### src/rtl/pe_lsc_pkg.sv
// Shared definitions for the PE local store sequencer: op encodings, FSM states, default widths.
package pe_lsc_pkg;
    localparam int unsigned LSC_A   = 7;
    localparam int unsigned LSC_L   = 8;
    localparam int unsigned LSC_OPW = 2;

    localparam logic [1:0] OP_LOAD_K = 2'd0;
    localparam logic [1:0] OP_LOAD_N = 2'd1;
    localparam logic [1:0] OP_RUN    = 2'd2;

    typedef enum logic [2:0] {
        ST_IDLE,
        ST_LOAD_K,
        ST_LOAD_N,
        ST_RUN,
        ST_FIN
    } state_e;
endpackage

### src/rtl/lsc_addr_counter.sv
// Wrapping store address pointer: loads a base address, advances by a step, wraps modulo 2^A.
module lsc_addr_counter
    import pe_lsc_pkg::*;
#(
    parameter int unsigned A = LSC_A
) (
    input  logic         clk_i,
    input  logic         rst_ni,
    input  logic         load_i,
    input  logic         inc_i,
    input  logic [A-1:0] base_i,
    input  logic [A-1:0] step_i,
    output logic [A-1:0] ptr_o
);
    logic [A-1:0] ptr_q, ptr_d;

    always_comb begin
        ptr_d = ptr_q;
        if (load_i) begin
            ptr_d = base_i;
        end else if (inc_i) begin
            ptr_d = ptr_q + step_i;
        end
    end

    always_ff @(posedge clk_i or negedge rst_ni) begin
        if (!rst_ni) begin
            ptr_q <= '0;
        end else begin
            ptr_q <= ptr_d;
        end
    end

    assign ptr_o = ptr_q;
endmodule

### src/rtl/pe_local_store_sequencer.sv
// Per-PE kernel/neuron store sequencer: loads and dot-product sweeps with MAC handshaking.
// Build option: define LSC_STRIDE_EN to step the neuron pointer by cmd_stride during RUN.
module pe_local_store_sequencer
    import pe_lsc_pkg::*;
#(
    parameter int unsigned A   = LSC_A,
    parameter int unsigned L   = LSC_L,
    parameter int unsigned OPW = LSC_OPW
) (
    input  logic           CLK,
    input  logic           RST_N,
    input  logic           cmd_valid,
    output logic           cmd_ready,
    input  logic [OPW-1:0] cmd_op,
    input  logic [A-1:0]   cmd_kbase,
    input  logic [A-1:0]   cmd_nbase,
    input  logic [L-1:0]   cmd_len,
    input  logic [A-1:0]   cmd_stride,
    input  logic           in_valid,
    output logic           in_ready,
    input  logic           mac_ready,
    output logic [A-1:0]   kernelAddress,
    output logic [A-1:0]   neuronAddress,
    output logic           kernelWrite,
    output logic           neuronWrite,
    output logic           mac_valid,
    output logic           mac_first,
    output logic           mac_last,
    output logic           busy,
    output logic           done
);
    state_e       state_q, state_d;
    logic [L-1:0] cnt_q, cnt_d, cnt_dec;
    logic         first_q, first_d;
    logic         accept, cnt_last;
    logic         k_inc, n_inc;
    logic [A-1:0] run_step, n_step;

`ifdef LSC_STRIDE_EN
    logic [A-1:0] stride_q;

    always_ff @(posedge CLK or negedge RST_N) begin
        if (!RST_N) begin
            stride_q <= '0;
        end else if (accept) begin
            stride_q <= cmd_stride;
        end
    end

    assign run_step = stride_q;
`else
    logic unused_stride;
    assign unused_stride = ^cmd_stride;
    assign run_step      = A'(1);
`endif

    assign accept   = cmd_valid && (state_q == ST_IDLE);
    assign cnt_last = (cnt_q == L'(1));
    // Saturating decrement keeps the counter from underflowing on a stray advance.
    assign cnt_dec  = (cnt_q != '0) ? cnt_q - L'(1) : cnt_q;
    assign n_step   = (state_q == ST_RUN) ? run_step : A'(1);

    always_comb begin
        state_d     = state_q;
        cnt_d       = cnt_q;
        first_d     = first_q;
        k_inc       = 1'b0;
        n_inc       = 1'b0;
        in_ready    = 1'b0;
        kernelWrite = 1'b0;
        neuronWrite = 1'b0;
        mac_valid   = 1'b0;
        mac_first   = 1'b0;
        mac_last    = 1'b0;
        unique case (state_q)
            ST_IDLE: begin
                if (accept) begin
                    cnt_d   = cmd_len;
                    first_d = 1'b1;
                    if (cmd_len == '0) begin
                        state_d = ST_FIN;
                    end else if (cmd_op == OPW'(OP_LOAD_K)) begin
                        state_d = ST_LOAD_K;
                    end else if (cmd_op == OPW'(OP_LOAD_N)) begin
                        state_d = ST_LOAD_N;
                    end else if (cmd_op == OPW'(OP_RUN)) begin
                        state_d = ST_RUN;
                    end else begin
                        state_d = ST_FIN;
                    end
                end
            end
            ST_LOAD_K, ST_LOAD_N: begin
                in_ready    = 1'b1;
                kernelWrite = in_valid && (state_q == ST_LOAD_K);
                neuronWrite = in_valid && (state_q == ST_LOAD_N);
                if (in_valid) begin
                    k_inc = (state_q == ST_LOAD_K);
                    n_inc = (state_q == ST_LOAD_N);
                    cnt_d = cnt_dec;
                    if (cnt_last) begin
                        state_d = ST_FIN;
                    end
                end
            end
            ST_RUN: begin
                mac_valid = 1'b1;
                mac_first = first_q;
                mac_last  = cnt_last;
                if (mac_ready) begin
                    k_inc   = 1'b1;
                    n_inc   = 1'b1;
                    first_d = 1'b0;
                    cnt_d   = cnt_dec;
                    if (cnt_last) begin
                        state_d = ST_FIN;
                    end
                end
            end
            ST_FIN: begin
                state_d = ST_IDLE;
            end
            default: begin
                state_d = ST_IDLE;
            end
        endcase
    end

    always_ff @(posedge CLK or negedge RST_N) begin
        if (!RST_N) begin
            state_q <= ST_IDLE;
            cnt_q   <= '0;
            first_q <= 1'b0;
        end else begin
            state_q <= state_d;
            cnt_q   <= cnt_d;
            first_q <= first_d;
        end
    end

    lsc_addr_counter #(.A(A)) u_kptr (
        .clk_i  (CLK),
        .rst_ni (RST_N),
        .load_i (accept),
        .inc_i  (k_inc),
        .base_i (cmd_kbase),
        .step_i (A'(1)),
        .ptr_o  (kernelAddress)
    );

    lsc_addr_counter #(.A(A)) u_nptr (
        .clk_i  (CLK),
        .rst_ni (RST_N),
        .load_i (accept),
        .inc_i  (n_inc),
        .base_i (cmd_nbase),
        .step_i (n_step),
        .ptr_o  (neuronAddress)
    );

    assign cmd_ready = (state_q == ST_IDLE);
    assign busy      = (state_q != ST_IDLE);
    assign done      = (state_q == ST_FIN);
endmodule

### config.mk
export PLATFORM = sky130hd
export DESIGN_NAME = pe_local_store_sequencer
export DESIGN_NICKNAME = d
export VERILOG_FILES = /design/src/rtl/pe_lsc_pkg.sv /design/src/rtl/lsc_addr_counter.sv /design/src/rtl/pe_local_store_sequencer.sv
export SDC_FILE = /design/constraint.sdc
export NUM_CORES = 1
export LEC_CHECK = 0
export CELL_PAD_IN_SITES_DETAIL_PLACEMENT = 0
export CELL_PAD_IN_SITES_GLOBAL_PLACEMENT = 1
export CORE_MARGIN = 4
export CORE_UTILIZATION = 45
export DETAILED_ROUTE_END_ITERATION = 12
export DONT_BUFFER_PORTS = 1
export PLACE_DENSITY = 0.77
export SLEW_MARGIN = 20
export SYNTH_ARGS = -nofsm -noshare
export SYNTH_HDL_FRONTEND = slang
export SYNTH_SLANG_ARGS = --single-unit
### constraint.sdc
create_clock -name CLK -period 1.9 [get_ports CLK]
set_input_delay 0.19 -clock CLK [delete_from_list [all_inputs] [get_ports CLK]]
set_output_delay 0.19 -clock CLK [all_outputs]
set_load 0.05 [all_outputs]
==> metrics.cfg <==
[setup_path]
crit_chain=inv_1 -> ha_1 -> or3b_2 -> o31ai_1 -> nand3_1 -> o2bb2ai_1
startpoint_type=flop
arrival_ns=1.98
r2r_start=cnt_q[0]$_DFFE_PN0P_
crit_path_start=cnt_q[0]$_DFFE_PN0P_
crit_required_ns=2.06
cp-end-kind=flop
slowest_delay_ns=0.48
critPathKind=flop to flop
crit_buf_inv=1
slowest_stage=or3b_2
path_delay_family=simple AND/OR/NAND/NOR gates
crit_fanout=5

[timing]
hold_violations=0
skew_ns=0.00152
hold-worst-slack_ns=0.0658
fin_tns_setup_ns=0
maxSlewViolCount=0
max_slew_margin=0.650
max_freq_mhz=550
period_minus_slack_ns=1.82
min_period_over_period=0.957
tightest_slew_ns=0.525
finalSetupViolCount=0
grt_setup_unrepaired=false

[final_layout]
fillers=323
syn2layout_area_growth_pct=19.6
post-route-cell-area_sq_um=2020
n_antenna_cell=0
stdcell_count=263
drive_gt1_frac=0.203
nNetsFinal=263

[grt]
grt_max_degree=28
grt.total_usage=0.168
grt_pass1_vias=1396
antenna_found_initial=0
grt_pass1_wl_mm=6.65
overflow=0

[pwr]
leakage_nw=0.851
p_sw_mw=2.09
combinationalPowerShare=0.642
pwr-share-seq=0.279
vdd_ir_drop_max_mv=0.972
p_per_area_nw_per_um2=1970
switching_share=0.525
pwr-share-clk=0.079
internal_power_mw=1.89
total_power_mw=3.98

[detailed_routing]
drtIter0Drc=80
avgRoutedWirePerCell_um=15.3
wl_mm=4.02
num_vias=1493
via_per_inst=5.68
dr.pass1.iters=4
drc=0
antenna_left=0

[clock_tree]
clk_pin_slew_ns=0.09
clock_latency_ns=0.27
cts_setup_buffers=0
htreeDepth=1
cts_buffers=3
ctsResizeCount=0
tritoncts=built
cts-root-buf=clkbuf_8
cts.sinks=26
clockBufferDepth=2

[logic_synthesis]
muxShareOfSynthArea=0.0615
synth_simple_gate_area_frac=0.226
yosys-top-cells-area=dfrtp_1 39%, ha_1 5.9%, nor2_1 4.7%
synth_nets=235
syn_avg_cell_area_sq_um=8.84
yosys.area.top_type=dfrtp_1
ys_warn_count=0
synth_compound_area_frac=0.170
syn-instance-count=191
yosys.area_share.adder=0.0593
synth_top_family_by_area=simple AND/OR/NAND/NOR gates
async_flop_share=1.00
synth_edf_count=0
synthXorXnorAreaFrac=0.0571
yosysTopAreaCellShare=0.385
ys_seq_elements=26
yosysUniqueCellTypes=36
synth_seq_area_share=0.385
synth_area_sq_um=1690
synthFlopType=dfrtp_1

[status]
outcome=complete, no violations

[place]
dp_hpwl_mm=3.07
dp_cells=258
portBuffers=0
gp_congestion=0.845
dpl_cell_area_sq_um=1950

[floorplan]
num_rows=21
die_h_um=69.2
start_util=0.487
core_area_sq_um=3470
die_area_sq_um=4790
ios=59
die_w_um=69.2

[hold_path]
worstHoldStart=cmd_nbase[2]
hp-class=input port to flop

[job]
cap_violations=0

cells in the mapped netlist (6+ instances only):
cell type and n:
dfrtp_1 26, nor2_1 21, a21oi_1 15, nand2_1 12
nand3_1 10, xnor2_1 9, ha_1 8, inv_1 8
mux2i_1 7, nor3_1 7, nor4_1 7, o21ai_0 7
a31oi_1 6, clkbuf_1 6, o2bb2ai_1 6
cells in the final DEF, fill, tap and decap left out, drive strengths merged, types with 3 or more instances in the layout:
master	synthesis	routed
buf	3	31
dfrtp	26	26
nor2	21	21
a21oi	15	15
nand2	12	12
nand3	10	10
xnor2	9	9
inv	8	8
ha	8	8
mux2i	7	7
o21ai	7	7
nor4	7	7
nor3	7	7
a31oi	6	6
o2bb2ai	6	6
nand2b	3	3
and3	3	3
mux2	3	3
clkbuf	6	3
nor3b	3	3
cell type report:
cell class,count,area (sq um),area share
multi-input combinational,148,985,0.488
sequential,26,651,0.322
timing repair buffer,32,255,0.126
tap,46,57.6,0.0285
clock buffer,3,41.3,0.0204
inverter,8,30.0,0.0149
sequential cells by signal, indices dropped and copies added, names as in the netlist:
signal,count
cnt_q,8
u_kptr.ptr_o,7
u_nptr.ptr_o,7
state_q,3
first_q,1
metal layers:
metal  GRT usage  part of all wire  vias to the layer above
met3      0.0377             0.064                        5
met2       0.257              0.45                       44
met1       0.232              0.47                      702
met5           0                 0                        -
met4      0.0586             0.013                        0
li1            -                 -                      742
final timing paths:
| path | to | slack (ns) | cells after the start |
|---|---|---|---|
| setup / recovery | cnt_q[6]$_DFFE_PN0P_ | 0.08 | 6 |
| hold / removal | u_nptr.ptr_o[2]$_DFFE_PN0P_ | 0.07 | 1 |
| setup reg to reg | cnt_q[6]$_DFFE_PN0P_ | 0.08 | 6 |
| hold reg to reg | first_q$_DFFE_PN0P_ | 0.51 | 2 |
| max in group asynchronous | u_nptr.ptr_o[6]$_DFFE_PN0P_ | 1.40 | 2 |
| min in group asynchronous | cnt_q[0]$_DFFE_PN0P_ | 0.34 | 2 |
cells by family (layout without fill, tap and decap cells):
family | after synthesis | count (layout)
simple gates | 75 | 75
compound gates | 44 | 44
xor+xnor | 11 | 11
buf+inv | 17 | 43
flops | 26 | 26
fa+ha+maj | 8 | 8
mux | 10 | 10
power groups by stage:
stage               Combinational [mW]  Clock, mW  Sequential (mW)
global route                      2.77      0.348             1.14
floorplan                         1.38          0             1.57
finish                            2.55      0.315             1.11
global placement                  2.48          0             1.10
detailed placement                2.55          0             1.12
CTS                               2.57      0.335             1.11
through the flow:
stage	worst slack, ns	utilization
6_report	0.0826	0.582
5_1_grt	0.0267	0.582
4_1_cts	0.0836	0.582
3_5_place_dp	0.105	0.562
3_3_place_gp	0.192	0.562
2_1_floorplan	-0.289	-
what timing repair did:
item                                    in CTS  in global routing
endpoints found under the hold margin       26                  0
endpoints found under the setup margin       0                  0
hold buffers                                 2                  0
Note: power is estimated with default switching activity, not from simulation.
==> variant 1 (config.mk and constraints unchanged) <==
The 5 states of `state_e` get a one-hot encoding in 5 bits.
--- a/src/rtl/pe_lsc_pkg.sv
+++ b/src/rtl/pe_lsc_pkg.sv
@@ -9,10 +9,10 @@
     localparam logic [1:0] OP_RUN    = 2'd2;
 
-    typedef enum logic [2:0] {
-        ST_IDLE,
-        ST_LOAD_K,
-        ST_LOAD_N,
-        ST_RUN,
-        ST_FIN
+    typedef enum logic [4:0] {
+        ST_IDLE   = 5'b00001,
+        ST_LOAD_K = 5'b00010,
+        ST_LOAD_N = 5'b00100,
+        ST_RUN    = 5'b01000,
+        ST_FIN    = 5'b10000
     } state_e;
 endpackage
Function: same outputs for any inputs over 10 cycles, from zero or initial values and one cycle with RST_N low; not proved beyond that.
==> variant 1 against the original RTL <==
Synthesized area rose by 8.2%. Critical endpoint is now state_q[2]$_DFFE_PN0P_. Synthesized cell count rose by 8.4%. Utilization rose by 0.64 points. Critical path type unchanged. First-iteration DRC count rose by 28%. Setup slack got worse by 23 ps. Cell area rose by 11%. Total power rose by 26%. Via count rose by 12%. Global-route usage rose by 0.96 points. Routed wire length rose by 14%. Sequential cell count rose by 2. Largest power group unchanged. Clock power rose by 21%. Hold slack got worse by 34 ps.
==> variant 1: results (changes against the original RTL) <==
crit_family: "flip-flops"
power.sequential.total_mw: 1.28  # +15%
dr.first_iter.drc_count: 102  # +28%
adder_cell_share_of_the_synthesized_area_pct: 3.43  # -2.5 points
io_buffers: 0  # unchanged
groute.usage.overall_pct: 17.7  # +0.96 points
power.combinational.total_mw: 3.34  # +31%
synth.cells.most_frequent: "sky130_fd_sc_hd__dfrtp_1, sky130_fd_sc_hd__nand2_1, sky130_fd_sc_hd__nor2_1"
first_pass_grt_wire_length_mm: 7.51  # +13%
vias_per_cell: 5.81  # +2.4%
finalNonFillerCells: 288  # +9.5%
dp_hpwl_mm: 3.48  # +14%
power.static_leakage_nw: 0.954  # +12%
synth_compound_gate_area_share_pct: 22.8  # +5.8 points
intPower_mw: 2.39  # +27%
place_congestion: 0.870  # +3.0%
cp_slowest_cell: "sky130_fd_sc_hd__dfstp_2"
rrSetupSlack_ps: 60  # -20 ps
synthTopCellsByArea: "sky130_fd_sc_hd__dfrtp_1, sky130_fd_sc_hd__a21oi_1, sky130_fd_sc_hd__nand2_1, sky130_fd_sc_hd__nor2_1, sky130_fd_sc_hd__o21ai_0"
delay_of_the_slowest_cell_on_the_worst_path_ps: 550  # +70 ps
crit_path_start: "state_q[0]$_DFFE_PN1P_"
final.hold.worst_slack_ps: 31.8  # -34.0 ps
synth.mux.area_fraction_pct: 3.84  # -2.3 points
outcome: "finished, final reports clean"
fillers: 332  # +2.8%
worstHoldEndpoint: "u_kptr.ptr_o[1]$_DFFE_PN0P_"
final_nets: 282  # +7.2%
synthesized_instance_count: 207  # +8.4%
synth.yosys.seq_area_share_pct: 38.5  # -0.096 points
postPlaceCellArea_um2: 2090  # +7.3%
post_placement_cell_count: 280  # +8.5%
dp_worst_setup_slack_ps: 17.0  # -87.5 ps
post_synth_xor_area_fraction_pct: 3.84  # -1.9 points
postSynthNetCount: 248  # +5.5%
cp_data_arrival_time_ps: 2010  # +30 ps
first_global_vias: 1716  # +23%
final.setup_skew_ps: 5.60  # +4.08 ps
synth.lib_cells_used.distinct: 49  # +36%
cellPowerDensity_nw_per_um2: 2240  # +14%
layout-drive-gt1-share_pct: 28.7  # +8.5 points
reg2reg_depth: 7  # +1
cts-htree-levels: 1  # unchanged
min-delay-start: "cmd_kbase[1]"
slew_headroom_pct: 66.3  # +1.2 points
postLayoutSetupSlackWorst_ps: 59.7  # -22.9 ps
whs_path_depth: 2  # +1
largest_net_degree_at_the_start_of_global_routing: 29  # +3.6%
r2r-end: "state_q[2]$_DFFE_PN0P_"
dr.pass1.iters: 5  # +1
peak_ir_drop_on_the_vdd_network_uv: 948  # -2.5%
detail_route.wirelength_mm: 4.60  # +14%
-- variant 1: area by class of cell --
cell class                      instances  area, um^2  share of cell area [%]
Multi-Input combinational cell        165        1090                    48.9
Sequential cell                        28         706                    31.6
Timing Repair Buffer                   37         293                    13.1
Tap cell                               48        60.1                    2.69
Clock buffer                            4        55.1                    2.46
Inverter                                6        30.0                    1.34
-- variant 1: layer usage --
| metal | global-route usage [%] | share of wire (%) | vias up |
|---|---|---|---|
| met5 | 0 | 0 | - |
| met4 | 5.01 | 0.28 | 0 |
| met3 | 4.21 | 5.9 | 2 |
| met2 | 28.7 | 46 | 46 |
| met1 | 23.7 | 48 | 801 |
| li1 | - | - | 825 |
-- variant 1: cell families (layout without fill, tap and decap cells) --
kind of cell    count (synthesis)  in the layout
fa+ha+maj                       5              5
xor+xnor                        8              8
flops                          28             28
mux                             5              5
buf+inv                        14             47
compound gates                 63             63
simple gates                   84             84
==> variant 2 (same flow settings) <==
Without the edit above. The package constant `LSC_A` goes from 7 to 6.
--- a/src/rtl/pe_lsc_pkg.sv
+++ b/src/rtl/pe_lsc_pkg.sv
@@ -1,5 +1,5 @@
 // Shared definitions for the PE local store sequencer: op encodings, FSM states, default widths.
 package pe_lsc_pkg;
-    localparam int unsigned LSC_A   = 7;
+    localparam int unsigned LSC_A   = 6;
     localparam int unsigned LSC_L   = 8;
     localparam int unsigned LSC_OPW = 2;
Ports: changed (5 resized); port bits go from 59 to 54. The function was not compared with the original's and may differ.
==> variant 2 against the original RTL <==
Via count decreased by 2.7%. Total power increased by 4.3%. Largest power group unchanged. Synthesized area increased by 0.89%. Setup slack improved by 46 ps. Cell area increased by 3.5%. Routed wire length increased by 2.3%. Sequential cell count decreased by 2. Critical endpoint unchanged.
==> variant 2: results (changes against the original RTL) <==
outcome: "finished, final reports clean"
crit_family: "simple AND/OR/NAND/NOR gates"
final.setup_skew_ps: 2.23  # +0.704 ps
rrSetupSlack_ps: 130  # +50 ps
met2_wirelength_from_detailed_routing_mm: 2.02  # +12%
final_nets: 249  # -5.3%
synth.lib_cells_used.distinct: 43  # +19%
total_clock_buffers_created_by_cts: 3  # unchanged
regMostFlops: "cnt_q"
peak_ir_drop_on_the_vdd_network_uv: 714  # -27%
initial_antenna_violation_count: 0  # unchanged
postSynthNetCount: 220  # -6.4%
groute.usage.overall_pct: 17.9  # +1.1 points
crit_fanout: 4  # -1
tightest_hold_check_type: "in2reg"
first_global_vias: 1467  # +5.1%
clkSlewWorstSetupHoldPaths_ps: 90  # about the same
dr.pass1.iters: 4  # unchanged
root_buffer: "sky130_fd_sc_hd__clkbuf_8"
post-route-min-period_ps: 1770  # -45.6 ps
largest_register_ffs: 8  # unchanged
timing_max_transition_violations_final: 0  # unchanged
route.met3.wl_um: 259  # +0.39%
top_layer_used: "met4"
largest_net_degree_at_the_start_of_global_routing: 26  # -7.1%
power.static_leakage_nw: 0.846  # -0.63%
ctsLongestPathBuffers: 2  # unchanged
routedLengthMet1_mm: 1.79  # -6.0%
crit_path_start: "cnt_q[1]$_DFFE_PN0P_"
final.hold.worst_slack_ps: 27.8  # -38.0 ps
cp_slowest_cell: "sky130_fd_sc_hd__or3b_2"
worstHoldEndpoint: "u_nptr.ptr_o[4]$_DFFE_PN0P_"
whs_path_depth: 2  # +1
antenna_cells_inserted: 0  # unchanged
delay_of_the_slowest_cell_on_the_worst_path_ps: 510  # +30 ps
reg2reg_depth: 6  # unchanged
worst-slew-pin-transition_ps: 501  # -23.7 ps
vias_per_cell: 5.70  # +0.37%
dp_hpwl_mm: 3.11  # +1.5%
layout-drive-gt1-share_pct: 29.0  # +8.7 points
yosys_warnings: 0  # unchanged
detail_route.wirelength_mm: 4.12  # +2.3%
synthTopCellsByArea: "sky130_fd_sc_hd__dfrtp_1, sky130_fd_sc_hd__ha_1, sky130_fd_sc_hd__xnor2_1, sky130_fd_sc_hd__nand2_1, sky130_fd_sc_hd__mux2i_1"
intPower_mw: 2.03  # +7.3%
critical_path.endpoint: "cnt_q[6]$_DFFE_PN0P_"
synth.cells.most_frequent: "sky130_fd_sc_hd__dfrtp_1, sky130_fd_sc_hd__nand2_1, sky130_fd_sc_hd__xnor2_1"
io_buffers: 0  # unchanged
dr.first_iter.drc_count: 52  # -35%
place_congestion: 0.782  # -7.5%
cts-htree-levels: 1  # unchanged
clock_latency_ps: 270  # about the same
synthArstFlopShare_pct: 100  # unchanged
min-delay-start: "cmd_nbase[4]"
synth.yosys.seq_area_share_pct: 35.3  # -3.3 points
first_pass_grt_wire_length_mm: 7.18  # +7.9%
-- variant 2: cell types whose count changed after synthesis, moves of 3 or more --
cell,delta
sky130_fd_sc_hd__a21oi_1,-9
sky130_fd_sc_hd__a31oi_1,-6
sky130_fd_sc_hd__clkbuf_1,-3
sky130_fd_sc_hd__mux2_2,-3
sky130_fd_sc_hd__nand2_1,+9
sky130_fd_sc_hd__nand3_1,-7
sky130_fd_sc_hd__nor2_1,-12
sky130_fd_sc_hd__nor3_1,+3
sky130_fd_sc_hd__o21ai_1,+7
sky130_fd_sc_hd__o221ai_1,+3
-- variant 2: layout make-up --
| type | instances | area [um^2] |
|---|---|---|
| fillers | 339 | 1570 |
| well taps | 48 | 60.1 |
| repair buffers | 32 | 270 |
| flip-flops and latches | 24 | 604 |
| clock inverters | 1 | 30.0 |
| clock buffers | 3 | 41.3 |
| multi-input cells | 138 | 1050 |
| inverters | 9 | 33.8 |
-- variant 2: through the flow --
stage	std cells	cell area, um^2	util [%]	setup slack [ps]	total power [mW]
2_1_floorplan	179	1720	-	-100	2.98
3_3_place_gp	247	1960	53.5	161	3.57
3_5_place_dp	247	1960	53.5	79.9	3.64
4_1_cts	254	2070	56.5	14.6	4.14
5_1_grt	255	2090	57.1	3.53	4.44
6_report	255	2090	57.1	128	4.15
-- variant 2: what timing repair did --
action / in CTS / in global routing
buffers inserted: 0 / 1
endpoints found under the hold margin: 25 / 0
pin swaps: 0 / 1
hold buffers: 3 / 0
resized for setup: 1 / 5
setup endpoints to repair: 1 / 4
-- variant 2: cells by family after synthesis --
logic type | Yosys count | synth area share, %
compound gates | 44 | 19.8
flops | 24 | 35.3
simple gates | 66 | 22.7
fa+ha+maj | 8 | 5.88
xor+xnor | 11 | 5.66
mux | 9 | 5.80
buf+inv | 17 | 4.85
-- variant 2: power by group through the flow --
| stage | Combinational (mW) | Clock [mW] | Sequential (mW) |
|---|---|---|---|
| 2_1_floorplan | 1.54 | 0 | 1.44 |
| 3_3_place_gp | 2.45 | 0 | 1.12 |
| 3_5_place_dp | 2.51 | 0 | 1.14 |
| 4_1_cts | 2.53 | 0.474 | 1.13 |
| 5_1_grt | 2.75 | 0.497 | 1.19 |
| 6_report | 2.54 | 0.466 | 1.14 |
-- variant 2: per-layer routing --
layer  up-vias  GRT usage [%]
met4         0           4.56
met3         5           3.62
met1       706           23.6
met2        35           29.9
li1        707              -
met5         -              0
-- variant 2: worst reg2reg max path, delay by kind of cell, from the launching register on --
| family | cells | cell delay [ps] |
|---|---|---|
| and+or+nand+nor | 2 | 640 |
| DFF | 1 | 420 |
| AOI/OAI and AO/OA | 2 | 290 |
| adders and majority gates | 1 | 200 |
| buffers and inverters | 1 | 130 |
